[src/rtl/qspi_master.sv]
// ----------------------------------------------------------------------------
// qspi_master
//   Quad-SPI master for a serial SRAM running in quad (SQI) mode.
//   One byte per transfer: 2 command nibbles, 6 address nibbles, then either
//   2 write-data nibbles (driven) or DUMMY_NIBBLES turnaround nibbles followed
//   by 2 read-data nibbles (sampled). sck = clk/2, SPI mode 0.
//
//   Optional build macro: QSPI_MASTER_EQIO_EN
//     When defined, the master runs an INIT sequence after every reset that
//     shifts the "enter quad I/O" command (8'h38) out serially on sio_out[0]
//     before the first request is accepted. When undefined, the SRAM is
//     assumed to be in quad mode already and INIT is never entered.
//
//   All outputs are registered. The next value of every output is derived
//   from the next-state values, so an output always matches the state the
//   block is in during the same cycle.
// ----------------------------------------------------------------------------
module qspi_master #(
  parameter logic [7:0]  CMD_READ      = 8'h03,
  parameter logic [7:0]  CMD_WRITE     = 8'h02,
  parameter int unsigned DUMMY_NIBBLES = 2
) (
  input  logic        clk,
  input  logic        rst_n,
  input  logic        req_valid,
  output logic        req_ready,
  input  logic        req_we,
  input  logic [23:0] req_addr,
  input  logic [7:0]  req_wdata,
  output logic        rsp_valid,
  output logic [7:0]  rsp_rdata,
  output logic        sck,
  output logic        ss_n,
  output logic [3:0]  sio_out,
  output logic [3:0]  sio_oe,
  input  logic [3:0]  sio_in
);

  // FSM state encoding
  localparam logic [2:0] IDLE  = 3'd0;
  localparam logic [2:0] CMD   = 3'd1;
  localparam logic [2:0] ADDR  = 3'd2;
  localparam logic [2:0] DUMMY = 3'd3;
  localparam logic [2:0] DATA  = 3'd4;
  localparam logic [2:0] INIT  = 3'd5;

  // Last nibble index inside the DUMMY state (only meaningful if DUMMY_NIBBLES > 0)
  localparam logic [3:0] DUMMY_LAST = 4'(DUMMY_NIBBLES - 32'd1);
  localparam logic       HAS_DUMMY  = (DUMMY_NIBBLES != 32'd0);

  // Command that switches the SRAM from SPI to quad I/O
  localparam logic [7:0] EQIO_CMD = 8'h38;

  // --------------------------------------------------------------------------
  // Nibble selection helpers
  // --------------------------------------------------------------------------
  function automatic logic [3:0] byte_nib(input logic [7:0] b, input logic lo);
    byte_nib = lo ? b[3:0] : b[7:4];
  endfunction

  function automatic logic [3:0] addr_nib(input logic [23:0] a, input logic [3:0] idx);
    case (idx)
      4'd0:    addr_nib = a[23:20];
      4'd1:    addr_nib = a[19:16];
      4'd2:    addr_nib = a[15:12];
      4'd3:    addr_nib = a[11:8];
      4'd4:    addr_nib = a[7:4];
      4'd5:    addr_nib = a[3:0];
      default: addr_nib = 4'h0;
    endcase
  endfunction

  // --------------------------------------------------------------------------
  // State and datapath registers
  // --------------------------------------------------------------------------
  logic [2:0]  state_q, state_d;
  logic [3:0]  cnt_q, cnt_d;        // nibble index inside the current state
  logic        phase_q, phase_d;    // 0: sck low / data change, 1: sck high
  logic        we_q, we_d;
  logic [23:0] addr_q, addr_d;
  logic [7:0]  wdata_q, wdata_d;
  logic [7:0]  rx_q, rx_d;          // read-data shift register

  // Registered outputs
  logic        req_ready_q, req_ready_d;
  logic        rsp_valid_q, rsp_valid_d;
  logic [7:0]  rsp_rdata_q, rsp_rdata_d;
  logic        sck_q, sck_d;
  logic        ss_n_q, ss_n_d;
  logic [3:0]  sio_out_q, sio_out_d;
  logic [3:0]  sio_oe_q, sio_oe_d;

  logic        last_s;              // current nibble is the last one of its state
  logic        init_pend_s;         // INIT sequence still owed after reset

`ifdef QSPI_MASTER_EQIO_EN
  logic        init_done_q, init_done_d;

  // INIT is owed until it has completed once since the last reset
  always_comb begin
    init_pend_s = ~init_done_q;
  end
`else
  // Without the quad-enable sequence there is never anything owed after reset
  always_comb begin
    init_pend_s = 1'b0;
  end
`endif

  // Flag the final nibble of each multi-nibble state
  always_comb begin
    last_s = 1'b0;
    case (state_q)
      CMD:     last_s = (cnt_q == 4'd1);
      ADDR:    last_s = (cnt_q == 4'd5);
      DUMMY:   last_s = (cnt_q == DUMMY_LAST);
      DATA:    last_s = (cnt_q == 4'd1);
      INIT:    last_s = (cnt_q == 4'd7);
      default: last_s = 1'b0;
    endcase
  end

  // Next-state, request capture and read-data assembly
  always_comb begin
    state_d     = state_q;
    cnt_d       = cnt_q;
    phase_d     = phase_q;
    we_d        = we_q;
    addr_d      = addr_q;
    wdata_d     = wdata_q;
    rx_d        = rx_q;
    rsp_valid_d = 1'b0;
    rsp_rdata_d = rsp_rdata_q;
`ifdef QSPI_MASTER_EQIO_EN
    init_done_d = init_done_q;
`endif

    if (state_q == IDLE) begin
      if (init_pend_s) begin
        state_d = INIT;
        cnt_d   = 4'd0;
        phase_d = 1'b0;
      end else if (req_valid && req_ready_q) begin
        state_d = CMD;
        cnt_d   = 4'd0;
        phase_d = 1'b0;
        we_d    = req_we;
        addr_d  = req_addr;
        wdata_d = req_wdata;
      end else begin
        state_d = IDLE;
      end
    end else if (phase_q == 1'b0) begin
      // This edge raises sck: the SRAM's read nibble is sampled here
      phase_d = 1'b1;
      if ((state_q == DATA) && !we_q) begin
        rx_d = {rx_q[3:0], sio_in};
      end else begin
        rx_d = rx_q;
      end
    end else begin
      // This edge lowers sck and moves on to the next nibble
      phase_d = 1'b0;
      if (last_s) begin
        cnt_d = 4'd0;
        case (state_q)
          CMD:   state_d = ADDR;
          ADDR:  state_d = (we_q || !HAS_DUMMY) ? DATA : DUMMY;
          DUMMY: state_d = DATA;
          DATA: begin
            state_d = IDLE;
            if (!we_q) begin
              rsp_valid_d = 1'b1;
              rsp_rdata_d = rx_q;
            end else begin
              rsp_valid_d = 1'b0;
            end
          end
          INIT: begin
            state_d = IDLE;
`ifdef QSPI_MASTER_EQIO_EN
            init_done_d = 1'b1;
`endif
          end
          default: state_d = IDLE;
        endcase
      end else begin
        cnt_d = cnt_q + 4'd1;
      end
    end
  end

  // Pin values for the coming cycle, derived from the coming state
  always_comb begin
    ss_n_d      = 1'b1;
    sck_d       = 1'b0;
    sio_out_d   = 4'h0;
    sio_oe_d    = 4'h0;
    req_ready_d = 1'b0;
    case (state_d)
      IDLE: begin
        req_ready_d = 1'b1;
      end
      CMD: begin
        ss_n_d    = 1'b0;
        sck_d     = phase_d;
        sio_oe_d  = 4'hF;
        sio_out_d = byte_nib(we_d ? CMD_WRITE : CMD_READ, cnt_d[0]);
      end
      ADDR: begin
        ss_n_d    = 1'b0;
        sck_d     = phase_d;
        sio_oe_d  = 4'hF;
        sio_out_d = addr_nib(addr_d, cnt_d);
      end
      DUMMY: begin
        ss_n_d    = 1'b0;
        sck_d     = phase_d;
      end
      DATA: begin
        ss_n_d = 1'b0;
        sck_d  = phase_d;
        if (we_d) begin
          sio_oe_d  = 4'hF;
          sio_out_d = byte_nib(wdata_d, cnt_d[0]);
        end else begin
          sio_oe_d  = 4'h0;
          sio_out_d = 4'h0;
        end
      end
      INIT: begin
        ss_n_d    = 1'b0;
        sck_d     = phase_d;
        sio_oe_d  = 4'b0001;
        sio_out_d = {3'b000, EQIO_CMD[3'd7 - cnt_d[2:0]]};
      end
      default: begin
        ss_n_d = 1'b1;
      end
    endcase
  end

  // State, datapath and output registers with synchronous active-low reset
  always_ff @(posedge clk) begin
    if (!rst_n) begin
      state_q     <= IDLE;
      cnt_q       <= 4'd0;
      phase_q     <= 1'b0;
      we_q        <= 1'b0;
      addr_q      <= 24'h000000;
      wdata_q     <= 8'h00;
      rx_q        <= 8'h00;
      req_ready_q <= 1'b0;
      rsp_valid_q <= 1'b0;
      rsp_rdata_q <= 8'h00;
      sck_q       <= 1'b0;
      ss_n_q      <= 1'b1;
      sio_out_q   <= 4'h0;
      sio_oe_q    <= 4'h0;
`ifdef QSPI_MASTER_EQIO_EN
      init_done_q <= 1'b0;
`endif
    end else begin
      state_q     <= state_d;
      cnt_q       <= cnt_d;
      phase_q     <= phase_d;
      we_q        <= we_d;
      addr_q      <= addr_d;
      wdata_q     <= wdata_d;
      rx_q        <= rx_d;
      req_ready_q <= req_ready_d;
      rsp_valid_q <= rsp_valid_d;
      rsp_rdata_q <= rsp_rdata_d;
      sck_q       <= sck_d;
      ss_n_q      <= ss_n_d;
      sio_out_q   <= sio_out_d;
      sio_oe_q    <= sio_oe_d;
`ifdef QSPI_MASTER_EQIO_EN
      init_done_q <= init_done_d;
`endif
    end
  end

  assign req_ready = req_ready_q;
  assign rsp_valid = rsp_valid_q;
  assign rsp_rdata = rsp_rdata_q;
  assign sck       = sck_q;
  assign ss_n      = ss_n_q;
  assign sio_out   = sio_out_q;
  assign sio_oe    = sio_oe_q;

endmodule

[config.mk]
export PLATFORM = sky130hd
export DESIGN_NAME = qspi_master
export DESIGN_NICKNAME = d
export VERILOG_FILES = /design/src/rtl/qspi_master.sv
export SDC_FILE = /design/constraint.sdc
export NUM_CORES = 1
export LEC_CHECK = 0
export CAP_MARGIN = 20
export CORE_MARGIN = 2
export CORE_UTILIZATION = 45
export CTS_BUF_LIST = sky130_fd_sc_hd__clkbuf_16
export DETAILED_ROUTE_END_ITERATION = 6
export DONT_BUFFER_PORTS = 1
export PLACE_DENSITY = 0.68
export SLEW_MARGIN = 20
export SYNTH_ARGS = -nofsm -noshare
export SYNTH_HDL_FRONTEND = slang
export SYNTH_SLANG_ARGS = --single-unit
export TNS_END_PERCENT = 5
[constraint.sdc]
create_clock -name clk -period 4.85 [get_ports clk]
set_input_delay 0.485 -clock clk [delete_from_list [all_inputs] [get_ports clk]]
set_output_delay 0.485 -clock clk [all_outputs]
set_load 0.01 [all_outputs]
==> Word-level counts from Yosys, hierarchy flattened <==
Memory sizes are Yosys's and may differ from the RTL's.
Cells that the tools add are included.
{ "classes": {"reduce_logical": 13, "muxes": 32, "shifts": 0, "add_sub_neg": 2, "eq_ne": 18, "n_mul": 0, "bitwise_logic": 6, "div": 0, "n_lt_le_gt_ge": 1} }
{ "op_table": {"columns": ["cell", "count"], "rows": [
  ["24-bit 2-to-1 mux", 2],
  ["4-bit 2-to-1 mux", 7],
  ["4-bit case mux with 6 select lines", 1],
  ["4-bit by 3-bit equality test with 1-bit output, second input constant", 4],
  ["8-bit 2-to-1 mux", 2],
  ["4-bit case mux with 4 select lines", 1],
  ["3-bit by 2-bit equality test with 1-bit output, second input constant", 4],
  ["3-bit equality test, second input constant", 4],
  ["3-bit 2-to-1 mux", 4],
  ["4-bit case mux with 3 select lines", 1],
  ["1-bit 2-to-1 mux", 11],
  ["5-bit OR reduction", 2],
  ["3-bit case mux with 3 select lines", 1],
  ["4-bit by 1-bit equality test with 1-bit output, second input constant", 2],
  ["4-bit by 2-bit equality test with 1-bit output, second input constant", 2],
  ["3-bit by 1-bit equality test with 1-bit output, second input constant", 2],
  ["3-bit zero test", 2],
  ["1-bit NOT", 6],
  ["5-bit AND reduction", 1],
  ["4-bit by 1-bit adder with 4-bit output, second input constant", 1],
  ["4-bit zero test", 1],
  ["3-bit by 4-bit < comparator with 1-bit output, second input constant", 1],
  ["1-bit case mux with 3 select lines", 1],
  ["3-bit AND reduction", 1],
  ["7 further kinds", 8]
]} }
{ "totals": {"regBits": 69, "elab_cells": 87, "romBits": 8, "inputBits": 40, "n_memories": 1, "latchBits": 0, "mem_bits_rw": 0} }
{ "mem_list": {"columns": ["memory", "depth", "width", "read_ports", "rd_clocked_by_memory_dff", "write_ports", "line", "text"], "rows": [
  ["(no name shown)", 8, 1, 1, 0, 0, "235", "sio_out_d = {3'b000, EQIO_CMD[3'd7 - cnt_d[2:0]]};"]
]} }

==> Depth between registers and ports, before layout <==
Gate-level depths: netlist (run 1).
{ "depth": {"depth_word": 10, "mapped_depth": 13} }

==> Least setup slack after synthesis (run 1) <==
OpenSTA, ideal clock, no wires.
{ "synth_timing": {"kind": "flip-flop to flip-flop", "from": "register state_q[2]", "to": "register sio_out_q[1], in the netlist sio_out[1]", "path_stages_with_launch": 14, "slack_ns": 1.517, "arrival_ns": 3.254, "cell_sequence": "dfxtp_1 > buf_2 > inv_1 > ha_1 > or2_1 > a211o_1 > or2_4 > or2_0 > buf_2 > a221o_1 > buf_6 > or3_1 > a2111o_1 > o211ai_1"} }
{ "synth_between": {"elab_chain_len": 9} }
{ "synth_lines": {"columns": ["item", "line", "text"], "rows": [
  ["start: declaration", "76", "logic [2:0] state_q, state_d;"],
  ["start signal: assignment", "264", "state_q <= state_d;"],
  ["3-bit equality test (tied with other cells)", "113", "case (state_q)"],
  ["3-bit OR reduction (no line)", null, null],
  ["1-bit case mux with 3 select lines", "113", null],
  ["4-bit 2-to-1 mux", "164", "if (last_s) begin"],
  ["4-bit 2-to-1 mux", "153", "end else if (phase_q == 1'b0) begin"],
  ["4-bit 2-to-1 mux", "138", "if (state_q == IDLE) begin"],
  ["4-bit by 3-bit equality test with 1-bit output (tied with other cells)", "62", "case (idx)"],
  ["4-bit case mux with 6 select lines or 4-bit 2-to-1 mux (tied branches)", "62, 223", null],
  ["4-bit case mux with 4 select lines *", "200", "case (state_d)"],
  ["end signal: assignment", "276", "sio_out_q <= sio_out_d;"],
  ["end: declaration", "90", "logic [3:0] sio_out_q, sio_out_d;"]
]} }
Every way passes the cells marked *; elsewhere a longest branch is shown, timed or not.
A chain may end at the register's enable or synchronous reset.

==> Worst setup path after layout (run 1) <==
Ends and elaborated chain as after synthesis.

==> impl_results.md, run 1 <==
* Fin util at 0.506
* Final worst-path cycle share at 0.732
* # resized after CTS at 0
* Post-DRT Antenna Nets at 0
* Largest net degree at the start of global routing at 42
* Syn avg cell area at 8.39 sq um
* Total power at 0.00132 W
* Top FF cell, synth: dfxtp_1
* Via count at 2471
* Reg2reg setup slack at 1.30 ns
* Fin. max-slew vios at 0
* Ys async rst share at 0
* Detailed placement HPWL at 4.75 mm
* Combinational power share at 0.072
* Cell taking the most area after synthesis: dfxtp_1
* Die W at 86.4 um
* Final hold slack at 0.219 ns
* Finished Cell Area at 0.00338 sq mm
* Global-route wire length before repair at 11.0 mm
* Cell leakage power at 1.27 nW
* FF-to-FF path depth at 10
* Slew @ Worst Pin at 0.904 ns
* Power share of the clock group at 0.482
* Post-DP Area at 0.00308 sq mm
* Port buffer count at 0
* Die height at 86.4 um
* Crit path required time at 5.10 ns
* DRC viols at 0
* Yosys cell types at 54
* Die ar. at 0.00746 sq mm
* Mapped Cells at 364
* Hold Crit Class: input pin to register
* Area Overhead vs Synth at 10.6%
* Switching Fraction at 0.240
* Worst skew pair latency at 0.33 ns
* Outcome: finished clean
* Average wire per standard cell at 15.4 um
* Critical Path Fanout Max at 12
* Switching power at 0.000316 W
* Register bit total from synthesis at 67
* Share of layout cells above drive strength 1 at 0.0720
* Setup repair bufs after CTS at 0
* Post-synth EDFFs at 0
* Antenna Cells at 0
* Final net count at 398
* Vias in the first global route at 2255
* Core area at 0.00668 sq mm
* Crit path time final at 3.55 ns
* Synthesis Warnings at 0
* Mapped Area at 0.00306 sq mm
* Number of vias per cell at 5.60
* Post-Route WL at 6.77 mm
* Crit path arrival time at 3.80 ns
* Max_cap viols at 0
* Hold_buf cts at 0
* CTS tree: built
* Clk slew on worst S/H paths at 0.06 ns
* CP Class: register to register
* Gr ovfl total at 0
* Max IR drop VDD at 0.204 mV
* Setup_tns at 0 ns
* H-tree lvl count at 3
* RSZ-0062 raised after global routing: false
* Hold depth at 1
* CP startpoint kind: register
* CTS root buf: clkbuf_16
* Initial drt markers at 171
* Clock sink count at 67
* CTS max path bufs at 2
* Overall Global Routing Usage at 0.191
* Drt pass-1 iters at 4
* Seq/Total Area, Yosys at 0.439
* Post-Syn Nets at 406
* Initial antenna violation count at 0
* I/O Pins at 60
* Synth top area share at 0.439
* Row count at 30
* Final Hold Vio Count at 0
* Slew HR at 0.397
* Flop pwr share at 0.446
* P per Cell Area at 390 mW/mm^2
* GP Congestion at 0.807
* Final setup violation count at 0
* Fmax at 282 MHz
* P_int at 0.00100 W
* Leading post-synthesis cells by cell area: dfxtp_1, mux2i_1, nand2_1, nor2_1, a21oi_1
* Initial Util at 0.457
* CTS Buf Count at 9
* Worst Skew at 0.00429 ns
* Endpoint class of the critical path: register
cell usage after synthesis (3+ instances only):
cell type and number:
dfxtp_1 67, a21oi_1 32, a211oi_1 3, o31ai_1 3, nor3_1 7, a2111oi_0 3, and3_1 5, nand2_1 57
nand3_1 11, mux2i_1 34, or3_1 3, buf_2 3, and3b_1 3, o21ai_0 13, o21a_1 3, inv_1 4
clkbuf_1 16, nand2b_1 3, nor2_1 45
cell usage in the layout, fill, tap and decap left out, drive strengths merged, types with 2 or more instances in the layout:
cell	count
dfxtp	67
nand2	57
nor2	45
mux2i	34
a21oi	32
o21ai	13
nand3	11
clkbuf	9
nor3	7
inv	6
and3	5
buf	5
o31ai	4
or2	4
nand2b	3
and3b	3
or3	3
a2111oi	3
o21a	3
a211oi	3
clkinv	3
a211o	2
nor3b	2
nor2b	2
xor2	2
o21bai	2
o211ai	2
a32oi	2
o22ai	2
and2	2
o32ai	2
a31oi	2
ha	2
worst max-delay path, cell delays in order, from the launching register on:
cell and delay (ns):
dfxtp_1 0.53, inv_1 0.12, ha_1 0.30, or2_1 0.21, a211o_1 0.33, or2_4 0.28
or2_0 0.30, a221o_1 0.51, or3_1 0.40, a2111o_1 0.41, o211ai_1 0.09
power groups by stage:
| stage | Clock, W | Sequential, W | Combinational [W] |
|---|---|---|---|
| after floorplan | 0 | 0.000593 | 0.0000820 |
| after global placement | 0 | 0.000599 | 0.0000937 |
| after detailed placement | 0 | 0.000599 | 0.0000950 |
| after CTS | 0.000648 | 0.000587 | 0.0000955 |
| after global routing | 0.000678 | 0.000589 | 0.000108 |
| final | 0.000636 | 0.000587 | 0.0000948 |
flip-flops by register name, summed over array words and instances (netlist names), 2 cells and up:
name	count
wdata_q	8
state_q	3
rx_q	8
sio_oe	2
cnt_q	4
addr_q	24
rsp_rdata	8
sio_out	4
cell type report:
type | count | area, sq um
fill | 636 | 3300
multi-input combinational | 269 | 1590
sequential | 67 | 1340
clock buffer | 9 | 225
tap | 80 | 100
clock inverter | 7 | 68.8
timing repair buffer | 5 | 37.5
inverter | 4 | 15.0
worst paths after layout:
path | startpoint | end
worst min-delay path | rst_n | ss_n
worst max-delay path | state_q[2] | sio_out[1]
worst max register to register | state_q[2] | sio_out[1]
worst min register to register | addr_q[20] | addr_q[20]
stage by stage:
step / setup WS (ns) / cells
after detailed placement: 1.33 / 425
final: 1.30 / 441
after global placement: 1.42 / 425
after global routing: 1.08 / 441
after CTS: 1.32 / 441
after floorplan: 1.52 / 364
kinds of logic (layout without fill, tap and decap cells):
logic type / after synthesis / count (layout) / share of synthesized area
compound gates: 82 / 82 / 0.174
xor+xnor: 2 / 2 / 0.00573
fa+ha+maj: 2 / 2 / 0.00819
buf+inv: 28 / 25 / 0.0405
flops: 67 / 67 / 0.439
mux: 35 / 35 / 0.115
simple gates: 148 / 148 / 0.217
routing by layer:
layer	global-route usage	vias up	wire [um]	part of all wire
met5	0	-	0	0
met1	0.251	1138	3090	0.46
met4	0.0866	0	140	0.021
met3	0.0486	12	367	0.054
met2	0.294	57	3170	0.47
li1	-	1264	-	-
Power figures use the tool's default switching activity.
==> run 2, diff against run 1 <==
clock period = 3.5 ns   (was 4.85 ns; I/O delays follow)
==> run 2 against run 1 <==
- clock skew shrank 0.0025 ns
- flip-flop and latch count is the same
- combinational power grew 46%
- non-clock buffer count grew 7
- first-iteration DRC count shrank 29%
- hold slack lost 0.13 ns
- utilization grew 0.32 points
- global-route usage grew 0.16 points
- power grew 32%
- via count grew 2.5%
- routed wire length grew 3.3%
==> impl_results.md, run 2 (synthesis gave the netlist of run 1 again) <==
* Outcome: finished clean
* H-tree lvl count at 3
* Power share of the clock group at 0.452
* Non-Filler Instances at 448
* Reg2reg setup slack at 0.28 ns
* Crit path arrival time at 3.47 ns
* Drt pass-1 iters at 5
* Combinational power share at 0.079
* Row count at 30
* Final Hold Vio Count at 0
* Detailed placement HPWL at 4.96 mm
* CTS max path bufs at 2
* Worst r2r src: state_q[1]
* Hold depth at 1
* Largest net degree at the start of global routing at 33
* Commonest cells after routing, fill and taps aside: dfxtp_1, nand2_1, nor2_1
* Dpl cells at 432
* Commonest non-fill, non-tap cell in the layout: dfxtp_1
* Max_cap viols at 0
* Worst skew pair latency at 0.33 ns
* # resized after CTS at 0
* Global-route wire length before repair at 11.1 mm
* Multi-input combinational cell area at 0.00159 sq mm
* Clk slew on worst S/H paths at 0.05 ns
* CTS root buf: clkbuf_16
* Share of layout cells above drive strength 1 at 0.0870
* Post-Route WL at 7.00 mm
* Die W at 86.4 um
* FF-to-FF path depth at 9
* Core area at 0.00668 sq mm
* Fin. max-slew vios at 0
* Post-DP Area at 0.00314 sq mm
* Switching Fraction at 0.245
* Setup WS post-layout at 0.283 ns
* Cell leakage power at 1.29 nW
* Max FFs per register at 24
* Setup WS pre-CTS at 0.313 ns
* Clock sink count at 67
* Initial antenna violation count at 0
* Hold Crit Class: input pin to register
* Reg2reg end: sio_out[1]
* Die height at 86.4 um
* Endpoint class of the critical path: register
* CTS tree: built
* GP Congestion at 0.826
* Final worst-path cycle share at 0.919
* Gr ovfl total at 0
* Setup repair bufs after CTS at 0
* Antenna Cells at 0
* Final setup violation count at 0
* Average wire per standard cell at 15.6 um
* Crit path required time at 3.75 ns
* Hold Crit Start: rst_n
* Number of vias per cell at 5.66
* Critical Path Fanout Max at 9
* CP Class: register to register
* Port buffer count at 0
* Area Overhead vs Synth at 11.3%
* CTS Buf Count at 9
* Slew @ Worst Pin at 0.639 ns
* Die ar. at 0.00746 sq mm
* Fmax at 311 MHz
* CP startpoint kind: register
* Final net count at 405
* Initial drt markers at 121
* P_int at 0.00131 W
* Switching power at 0.000425 W
* Hold_buf cts at 0
* Finished Cell Area at 0.00340 sq mm
* Vias in the first global route at 2309
* Slew HR at 0.574
* Post-DRT Antenna Nets at 0
* Overall Global Routing Usage at 0.192
* Max IR drop VDD at 0.296 mV
* Initial Util at 0.457
* Flop pwr share at 0.469
* I/O Pins at 60
* Via count at 2534
* Hold EP: ss_n
* Setup_tns at 0 ns
* Biggest register: addr_q
* Crit path time final at 3.22 ns
* P per Cell Area at 511 mW/mm^2
* DRC viols at 0
* FILL cells at 660
* FF+latch area at 0.00134 sq mm
* Worst Skew at 0.00183 ns
* RSZ-0062 raised after global routing: false
[run 2: per-stage QoR]
stage | total power [W] | utilization | hold slack, ns
6_report | 0.00174 | 0.509 | 0.0906
5_1_grt | 0.00180 | 0.509 | 0.0950
4_1_cts | 0.00175 | 0.509 | 0.0825
3_5_place_dp | 0.000968 | 0.469 | 0.423
3_3_place_gp | 0.000965 | 0.469 | 0.421
2_1_floorplan | 0.000935 | - | 0.433
[run 2: final cells by class]
type | instances | share of cell area
tap | 80 | 0.0294
multi-input combinational | 269 | 0.468
timing repair buffer | 12 | 0.0265
sequential | 67 | 0.395
inverter | 4 | 0.00442
clock buffer | 9 | 0.0662
clock inverter | 7 | 0.0110
[run 2: power groups by stage]
stage | Sequential [W] | Combinational (W) | Clock [W]
6_report | 0.000815 | 0.000138 | 0.000785
5_1_grt | 0.000818 | 0.000154 | 0.000830
4_1_cts | 0.000814 | 0.000139 | 0.000793
3_5_place_dp | 0.000830 | 0.000137 | 0
3_3_place_gp | 0.000830 | 0.000136 | 0
2_1_floorplan | 0.000821 | 0.000114 | 0
[run 2: how the worst max path moves through the flow]
stage	end	slack, ns	cells past startpoint	start
final	sio_out[1]	0.28	9	state_q[1]
after global routing	sio_out[3]	0.12	10	state_q[1]
after CTS	sio_out[1]	0.29	9	state_q[1]
after detailed placement	sio_out[1]	0.31	9	state_q[1]
after global placement	sio_out[1]	0.38	9	state_q[1]
after floorplan	sio_out[1]	0.17	13	state_q[2]
[run 2: critical path: stages, from the launching register on]
cell      delay [ns]
dfxtp_1         0.46
ha_1            0.28
or2_1           0.21
a211o_1         0.32
or2_4           0.28
or2_0           0.31
a221o_1         0.39
or3_1           0.37
a2111o_1        0.42
o211ai_1        0.10
[run 2: layer usage]
metal	wire, um	GRT usage	vias up
li1	-	-	1280
met1	3130	0.246	1173
met2	3320	0.304	69
met3	407	0.0486	12
met4	137	0.0909	0
met5	0	0	-
==> run 3, diff against run 2 <==
CORE_MARGIN = default   (was 2)
==> run 3 against run 2 <==
- sequential share of layout area down 0.77 points
- first-iteration DRC count up 41%
- register-to-register slack worse by 0.03 ns
- setup slack worse by 0.026 ns
- final cell count down 0.45%
- hold slack worse by 0.0095 ns
- via count up 0.59%
- flip-flop and latch count unchanged
- routed wire length up 0.63%
- largest power group is now clock
==> impl_results.md, run 3 (synthesis gave the netlist of run 1 again) <==
* Reg2reg setup slack at 0.26 ns
* Initial drt markers at 171
* Hold depth at 1
* DRC viols at 0
* Post-DP Area at 0.00314 sq mm
* H-tree lvl count at 3
* Non-Filler Instances at 446
* Power share of the clock group at 0.504
* Row count at 29
* Average wire per standard cell at 15.8 um
* Initial antenna violation count at 0
* CP cell instances: ha_1 -> or2_1 -> a211o_1 -> or2_4 -> or2_0 -> a221o_1 -> or3_1 -> a2111o_1 -> o211ai_1
* Switching power at 0.000450 W
* Final hold slack at 0.0811 ns
* Die height at 84.4 um
* Hold Crit Start: rst_n
* CTS max path bufs at 2
* Cell leakage power at 1.32 nW
* Combinational power share at 0.072
* Worst Skew at 0.00512 ns
* Hold Crit Class: input pin to register
* Commonest cells after routing, fill and taps aside: dfxtp_1, nand2_1, nor2_1
* Finished Cell Area at 0.00347 sq mm
* P_int at 0.00147 W
* CP delay by family, top: compound AO/OA/AOI/OAI gates
* Dpl cells at 430
* CTS Buf Count at 9
* Final net count at 406
* Endpoint class of the critical path: register
* Hold_buf cts at 0
* Critical path buffers and inverters at 0
* Port buffer count at 0
* Drt pass-1 iters at 4
* Die W at 84.4 um
* Flop pwr share at 0.423
* CTS root buf: clkbuf_16
* Fin. max-slew vios at 0
* CP Class: register to register
* RSZ-0062 raised after global routing: false
* Biggest register: addr_q
* Number of vias per cell at 5.72
* Vias in the first global route at 2465
* Max IR drop VDD at 0.310 mV
* Global-route wire length before repair at 11.6 mm
* Setup WS pre-CTS at 0.289 ns
* Hold EP: ss_n
* Core area at 0.00646 sq mm
* Slowest cell on the critical path: dfxtp_1
* Outcome: finished clean
* Initial Util at 0.473
* Overall Global Routing Usage at 0.210
* Commonest non-fill, non-tap cell in the layout: dfxtp_1
* Reg2reg end: sio_out[1]
* Crit path time final at 3.24 ns
* Setup_tns at 0 ns
* Die ar. at 0.00712 sq mm
* Gr ovfl total at 0
* Detailed placement HPWL at 4.94 mm
* Final worst-path cycle share at 0.926
* Switching Fraction at 0.234
* CP startpoint kind: register
* Antenna Cells at 0
* Worst skew pair latency at 0.33 ns
* I/O Pins at 60
* Share of layout cells above drive strength 1 at 0.0949
* Post-DRT Antenna Nets at 0
* Final setup violation count at 0
* Worst r2r src: state_q[1]
* Max FFs per register at 24
* Crit path arrival time at 3.50 ns
* Via count at 2549
* CTS tree: built
* Clk slew on worst S/H paths at 0.06 ns
* Setup WS post-layout at 0.257 ns
* # resized after CTS at 0
* Area Overhead vs Synth at 13.5%
* Post-Route WL at 7.04 mm
* Slew @ Worst Pin at 0.600 ns
* Critical Path Fanout Max at 9
* FF-to-FF path depth at 9
* P per Cell Area at 554 mW/mm^2
* FILL cells at 625
* Slew HR at 0.600
* Crit path required time at 3.75 ns
* Setup repair bufs after CTS at 0
* Final Hold Vio Count at 0
* Max_cap viols at 0
* Crit path largest cell delay at 0.45 ns
* Fmax at 308 MHz
* Largest net degree at the start of global routing at 32
* GP Congestion at 0.802
* Clock sink count at 67
-- run 3: changes by cell type in the layout (fill, tap and decap cells not counted), sizes merged --
cell	before	now
clkinv	3	2
bufinv	0	2
buf	12	13
inv	6	5
-- run 3: layer usage --
layer  GRT usage  routed length (um)  up-vias
met4      0.0955                 133        0
met5           0                   0        -
met1       0.262                3160     1185
met2       0.338                3280       71
li1            -                   -     1281
met3      0.0619                 464       12
-- run 3: metrics by stage --
step	power, W	utilization
6_report	0.00192	0.537
3_3_place_gp	0.000966	0.486
3_5_place_dp	0.000969	0.486
2_1_floorplan	0.000935	-
5_1_grt	0.00199	0.537
4_1_cts	0.00194	0.537
-- run 3: worst register-to-register path, delay by kind of cell, from the launching register on --
kind	cells	cell delay [ns]
compound gates	4	1.23
fa+ha+maj	1	0.29
flops	1	0.45
simple gates	4	1.20
-- run 3: power groups by stage --
stage | logic (W) | registers, W | clock network (W)
detailed placement | 0.000138 | 0.000830 | 0
global placement | 0.000137 | 0.000830 | 0
global route | 0.000156 | 0.000817 | 0.00102
CTS | 0.000139 | 0.000814 | 0.000985
finish | 0.000139 | 0.000814 | 0.000969
floorplan | 0.000114 | 0.000821 | 0
-- run 3: area by class of cell --
cell class,instances,area (sq um),share of cell area
tap,77,96.3,0.0278
inverter,4,15.0,0.00433
sequential,67,1340,0.387
timing repair buffer,13,97.6,0.0281
clock buffer,9,225,0.0650
clock inverter,7,101,0.0292
multi-input combinational,269,1590,0.459
-- run 3: worst max-delay path by stage --
stage               start         end  slack [ns]  depth (start not counted)
2_1_floorplan  state_q[2]  sio_out[1]        0.17                         13
3_3_place_gp   state_q[1]  sio_out[1]        0.38                          9
3_5_place_dp   state_q[1]  sio_out[1]        0.29                          9
4_1_cts        state_q[1]  sio_out[1]        0.28                          9
5_1_grt        state_q[1]  sio_out[0]        0.09                          9
6_report       state_q[1]  sio_out[1]        0.26                          9
